$ cat config.mk
export PLATFORM = sky130hd
export DESIGN_NAME = ccd_capture
export DESIGN_NICKNAME = d
export VERILOG_FILES = /design/src/rtl/ccd_capture.sv
export SDC_FILE = /design/constraint.sdc
export NUM_CORES = 1
export LEC_CHECK = 0
export BUFFER_PORTS_ARGS = -buffer_cell sky130_fd_sc_hd__buf_4
export CAP_MARGIN = 20
export CORE_MARGIN = 1
export CORE_UTILIZATION = 35
export DETAILED_ROUTE_END_ITERATION = 10
export HOLD_SLACK_MARGIN = 0.06
export PLACE_DENSITY = 0.63
export SYNTH_ARGS = -nofsm -noshare
export SYNTH_HDL_FRONTEND = slang
export SYNTH_SLANG_ARGS = --single-unit
export TNS_END_PERCENT = 20
$ cat constraint.sdc
create_clock -name iCLK -period 3.9 [get_ports iCLK]
set_input_delay 1.17 -clock iCLK [delete_from_list [all_inputs] [get_ports iCLK]]
set_output_delay 1.17 -clock iCLK [all_outputs]
set_load 0.02 [all_outputs]
$ cat src/rtl/ccd_capture.sv
// ccd_capture: front-end capture stage for the D5M camera path.
// Registers raw Bayer pixels and line-valid from the sensor clock domain,
// accepts or rejects whole frames under host start/stop control and
// produces a pixel-valid strobe with column/line coordinates and a count
// of accepted frames.
module ccd_capture #(
  parameter int unsigned COLUMN_WIDTH = 1280
) (
  input  logic        iCLK,
  input  logic        iRST,
  input  logic [11:0] iDATA,
  input  logic        iFVAL,
  input  logic        iLVAL,
  input  logic        iSTART,
  input  logic        iEND,
  output logic [11:0] oDATA,
  output logic        oDVAL,
  output logic [15:0] oX_Cont,
  output logic [15:0] oY_Cont,
  output logic [31:0] oFrame_Cont
);

  // Last column index before the X counter wraps to the next line.
  localparam logic [15:0] COL_LAST = 16'(COLUMN_WIDTH - 1);

  // Registered state
  logic        start_r;       // host capture enable, sticky between iSTART/iEND
  logic        fval_prev_r;   // raw iFVAL from the previous edge, for edge detect
  logic        fval_r;        // gated frame-valid: high only inside accepted frames
  logic        lval_r;        // registered line-valid
  logic [11:0] data_r;        // registered pixel data
  logic [15:0] x_cont_r;
  logic [15:0] y_cont_r;
  logic [31:0] frame_cont_r;

  // Next-state values
  logic        start_s;
  logic        frame_rise_s;
  logic        frame_fall_s;
  logic        accept_s;
  logic        fval_s;
  logic [15:0] x_cont_s;
  logic [15:0] y_cont_s;
  logic [31:0] frame_cont_s;

  // Start flag: iSTART has priority over iEND; otherwise the flag holds.
  always_comb begin
    start_s = start_r;
    if (iSTART) begin
      start_s = 1'b1;
    end else if (iEND) begin
      start_s = 1'b0;
    end else begin
      start_s = start_r;
    end
  end

  // Frame gating: a frame is accepted only on its rising edge while the
  // (already registered) start flag is set, and always ends on the falling
  // edge, so dropping the start flag mid-frame never truncates a frame.
  always_comb begin
    frame_rise_s = ~fval_prev_r & iFVAL;
    frame_fall_s = fval_prev_r & ~iFVAL;
    accept_s     = frame_rise_s & start_r;
    fval_s       = fval_r;
    if (accept_s) begin
      fval_s = 1'b1;
    end else if (frame_fall_s) begin
      fval_s = 1'b0;
    end else begin
      fval_s = fval_r;
    end
  end

  // Pixel coordinates advance on the registered line-valid so that the
  // count shown alongside a valid pixel on oDATA is that pixel's own index.
  // Short lines leave X where it stopped; only a full line wraps X.
  always_comb begin
    x_cont_s = x_cont_r;
    y_cont_s = y_cont_r;
    if (fval_r) begin
      if (lval_r) begin
        if (x_cont_r == COL_LAST) begin
          x_cont_s = 16'd0;
          y_cont_s = y_cont_r + 16'd1;
        end else begin
          x_cont_s = x_cont_r + 16'd1;
          y_cont_s = y_cont_r;
        end
      end else begin
        x_cont_s = x_cont_r;
        y_cont_s = y_cont_r;
      end
    end else begin
      x_cont_s = 16'd0;
      y_cont_s = 16'd0;
    end
  end

  // Frame counter counts exactly the rising edges that open a gated frame.
  always_comb begin
    frame_cont_s = frame_cont_r;
    if (accept_s) begin
      frame_cont_s = frame_cont_r + 32'd1;
    end else begin
      frame_cont_s = frame_cont_r;
    end
  end

  // Control state registers: start flag, iFVAL history and gated frame-valid.
  always_ff @(posedge iCLK or negedge iRST) begin
    if (!iRST) begin
      start_r     <= 1'b0;
      fval_prev_r <= 1'b0;
      fval_r      <= 1'b0;
    end else begin
      start_r     <= start_s;
      fval_prev_r <= iFVAL;
      fval_r      <= fval_s;
    end
  end

  // Pixel path registers: data and line-valid sampled every cycle.
  always_ff @(posedge iCLK or negedge iRST) begin
    if (!iRST) begin
      data_r <= 12'd0;
      lval_r <= 1'b0;
    end else begin
      data_r <= iDATA;
      lval_r <= iLVAL;
    end
  end

  // Coordinate and frame counters.
  always_ff @(posedge iCLK or negedge iRST) begin
    if (!iRST) begin
      x_cont_r     <= 16'd0;
      y_cont_r     <= 16'd0;
      frame_cont_r <= 32'd0;
    end else begin
      x_cont_r     <= x_cont_s;
      y_cont_r     <= y_cont_s;
      frame_cont_r <= frame_cont_s;
    end
  end

  assign oDATA       = data_r;
  assign oDVAL       = fval_r & lval_r;
  assign oX_Cont     = x_cont_r;
  assign oY_Cont     = y_cont_r;
  assign oFrame_Cont = frame_cont_r;

endmodule

==> results.md <==
* Result of the run: complete, no violations
* Std-Cell Core Area at 10300 um2
* Clock buffers created by TritonCTS at 9
* Kind of critical path: reg -> out
* Largest driver fanout on the critical path at 10
* Chip Height at 105 um
* Startpoint class of the critical path: register
* Netlist cell types at 47
* Post_cts resized at 0
* Finished Core Util at 0.464
* Worst ir drop on vdd at 175 uV
* Final setup violation count at 0
* Crit path from: fval_r
* Total wire length at 8580 um
* Count of pins over their slew limit at 0
* Final antenna diode count at 0
* Transition time at the pin with the least slew margin at 0.935 ns
* Sequential cell area fraction in the yosys report at 0.540
* Routability-driven placement congestion ratio at 0.878
* Initial Utilization at 0.361
* Number of enable-type register cells in the synthesized netlist at 0
* Minimum clock period at 2.69 ns
* Vias after detailed routing at 3091
* Number of buffers added for setup after CTS at 0
* Warning count from the yosys run at 0
* CTS clock-pin slew for the worst setup and hold paths at 0.09 ns
* Data required time at the worst endpoint at 2.73 ns
* Average wire length per cell after detail routing at 14.7 um
* Final layout net count at 464
* CTS tree: done
* Worst slew margin at 0.372
* Count of antenna-violating nets left after detailed routing at 0
* Clock Tree Buf Depth at 2
* Sum of negative setup slack at 0 ns
* Power Total at 1740 uW
* # Max-Cap Violations at 0
* Hold Path Class: reg -> reg
* Post-route fraction of the period consumed by the critical path at 0.689
* Clock insertion delay at the later pin of the skew report at 0.35 ns
* Number of iterations in the first detailed-routing pass at 4
* Standby leakage power at 0.00217 uW
* Remaining DRCs at 0
* Count of buffers from port buffering at 94
* Number of hold buffers added after CTS at 0
* Hold Path Origin: oFrame_Cont[31]
* Routed vias/inst at 5.29
* Skew final at 0.0105 ns
* Clock tree sinks at 80
* Most common flop cell mapped by yosys: sky130_fd_sc_hd__dfrtp_1
* Full die area at 11000 um2
* Detail Placement HPWL at 5920 um
* Gr usage total at 0.160
* Detailed router's first-iteration violation count at 102
* Fmax at 372 MHz
* Power density relative to cell area at 364 nW/um2
* Synth-to-Final Area Change at 28.6%
* H-tree depth at 3
* Number of global-route vias before repair at 2798
* Synthesized area per cell at 10.7 um2
* Critical register-to-register path startpoint: oX_Cont[8]
* CTS Root Cell: sky130_fd_sc_hd__clkbuf_8
* Cell Area, Synth at 3710 um2
* WP data arrival at 1.52 ns
* Wire length of the first global-routing pass at 14100 um
* Total of flip-flops plus latches after synthesis at 80
* Fraction of registers with async set/reset at 1.00
* Horiz. Die Dim at 105 um
* Cells after synthesis at 348
* Unrepaired setup endpoints after global routing: no
* Largest net degree at the start of global routing at 81
* Total number of placement rows at 37
* Number of hold violations in the final report at 0
* Net count after synthesis at 369
* Layout cell share with drive strength beyond 1 at 0.268
* Antenna violations before repair at 0
* Filler cell count at 992
* Number of top-level pins at 95
* Critical path capture point type: output pin
* Overflow left after global routing at 0
[layer usage]
metal	global-route usage	part of all wire	vias up
li1	-	-	1470
met1	0.216	0.47	1515
met2	0.254	0.47	100
met3	0.0399	0.052	6
met4	0.0473	0.0080	0
met5	0	0	-
[layout by cell type, fill, tap and decap left out, types with 2 or more instances in the layout]
cell,netlist,layout
sky130_fd_sc_hd__mux2i_1,3,3
sky130_fd_sc_hd__inv_6,0,3
sky130_fd_sc_hd__dfrtp_1,80,80
sky130_fd_sc_hd__nand3_1,23,23
sky130_fd_sc_hd__clkinvlp_4,0,2
sky130_fd_sc_hd__a21o_1,3,3
sky130_fd_sc_hd__a221oi_1,2,2
sky130_fd_sc_hd__and4_1,3,3
sky130_fd_sc_hd__nand2b_1,3,3
sky130_fd_sc_hd__inv_1,6,6
sky130_fd_sc_hd__nand4_1,26,26
sky130_fd_sc_hd__clkbuf_8,0,9
sky130_fd_sc_hd__xor2_1,9,9
sky130_fd_sc_hd__o21ai_0,5,5
sky130_fd_sc_hd__or3_1,4,4
sky130_fd_sc_hd__nand2_1,30,30
sky130_fd_sc_hd__xnor2_1,29,29
sky130_fd_sc_hd__nor4_1,6,6
sky130_fd_sc_hd__o211ai_1,3,3
sky130_fd_sc_hd__or4_1,12,12
sky130_fd_sc_hd__a21oi_1,14,14
sky130_fd_sc_hd__nor2_1,17,17
sky130_fd_sc_hd__buf_4,0,97
sky130_fd_sc_hd__nor3_1,2,2
sky130_fd_sc_hd__o31ai_1,11,11
sky130_fd_sc_hd__and3_1,11,11
sky130_fd_sc_hd__ha_1,3,3
sky130_fd_sc_hd__and2_1,7,7
sky130_fd_sc_hd__nand4b_1,2,2
[final timing paths]
check | cells after the start | slack (ns) | endpoint
worst min-delay path | 1 | 0.49 | oFrame_Cont[31]
worst max-delay path | 3 | 1.21 | oDVAL
max in group asynchronous | 2 | 2.50 | oX_Cont[12]
worst max register to register | 4 | 1.35 | oY_Cont[10]
min in group asynchronous | 1 | 0.79 | oFrame_Cont[28]
worst min register to register | 1 | 0.49 | oFrame_Cont[31]
[where the power goes]
part	switching, uW	internal [uW]	leakage [uW]
Clock	327	302	0.0000966
Combinational	113	83.0	0.00101
Sequential	49.1	864	0.00107
[cell type report]
cell class / count / area, um2 / share of cell area
clock buffers: 9 / 124 / 0.0260
inverters: 7 / 26.3 / 0.00551
clock inverters: 7 / 76.3 / 0.0160
multi-input cells: 247 / 1620 / 0.340
flip-flops and latches: 80 / 2000 / 0.420
well taps: 136 / 170 / 0.0357
repair buffers: 98 / 748 / 0.157
[registers in the layout, indices dropped and copies added (netlist names)]
register and flops:
fval_r 1, oFrame_Cont 32, oDATA 12, oX_Cont 16, oY_Cont 16, start_r 1
fval_prev_r 1, lval_r 1
[logic make-up (layout without fill, tap and decap cells)]
group           count (synthesis)  in the layout  share of synthesized area
flops                          80             80                      0.540
buf+inv                        21            121                     0.0226
xor+xnor                       38             38                     0.0897
fa+ha+maj                       3              3                     0.0101
mux                             4              4                     0.0111
simple gates                  152            152                      0.234
compound gates                 50             50                     0.0924
[synth_stat cells (all sizes together), types with 2 or more instances]
library cell  instances  share of area
mux2i                 3         0.0081
nor4                  7          0.016
nor3                  2         0.0027
or4                  12          0.024
a21o                  3         0.0061
nand3                23          0.031
nand4                27          0.047
ha                    3          0.010
clkbuf               10          0.010
dfrtp                80           0.54
o21ai                 5         0.0067
a21oi                14          0.019
nand2b                3         0.0051
a221oi                2         0.0047
xor2                  9          0.021
and3                 11          0.019
inv                   6         0.0061
and4                  3         0.0071
buf                   4         0.0054
or3                   4         0.0067
nand4b                2         0.0047
o31ai                11          0.022
nor2                 17          0.017
and2                  7          0.012
xnor2                29          0.068
o211ai                3         0.0061
nand2                30          0.030
[through the flow]
step | hold WS (ns) | worst slack [ns] | instance area, um2 | instances
after floorplan | 0.497 | 1.53 | 3710 | 348
after global placement | 0.487 | 1.24 | 4550 | 567
after detailed placement | 0.487 | 1.18 | 4550 | 567
after CTS | 0.500 | 1.18 | 4750 | 583
after global routing | 0.516 | 1.10 | 4770 | 584
final | 0.492 | 1.21 | 4770 | 584
[worst max-delay path: stages (launching register included)]
cell and delay (ns):
sky130_fd_sc_hd__dfrtp_1 0.53, sky130_fd_sc_hd__nand2_1 0.27, sky130_fd_sc_hd__inv_1 0.20, sky130_fd_sc_hd__buf_4 0.17
No activity file was read; power rests on OpenSTA's default activity.
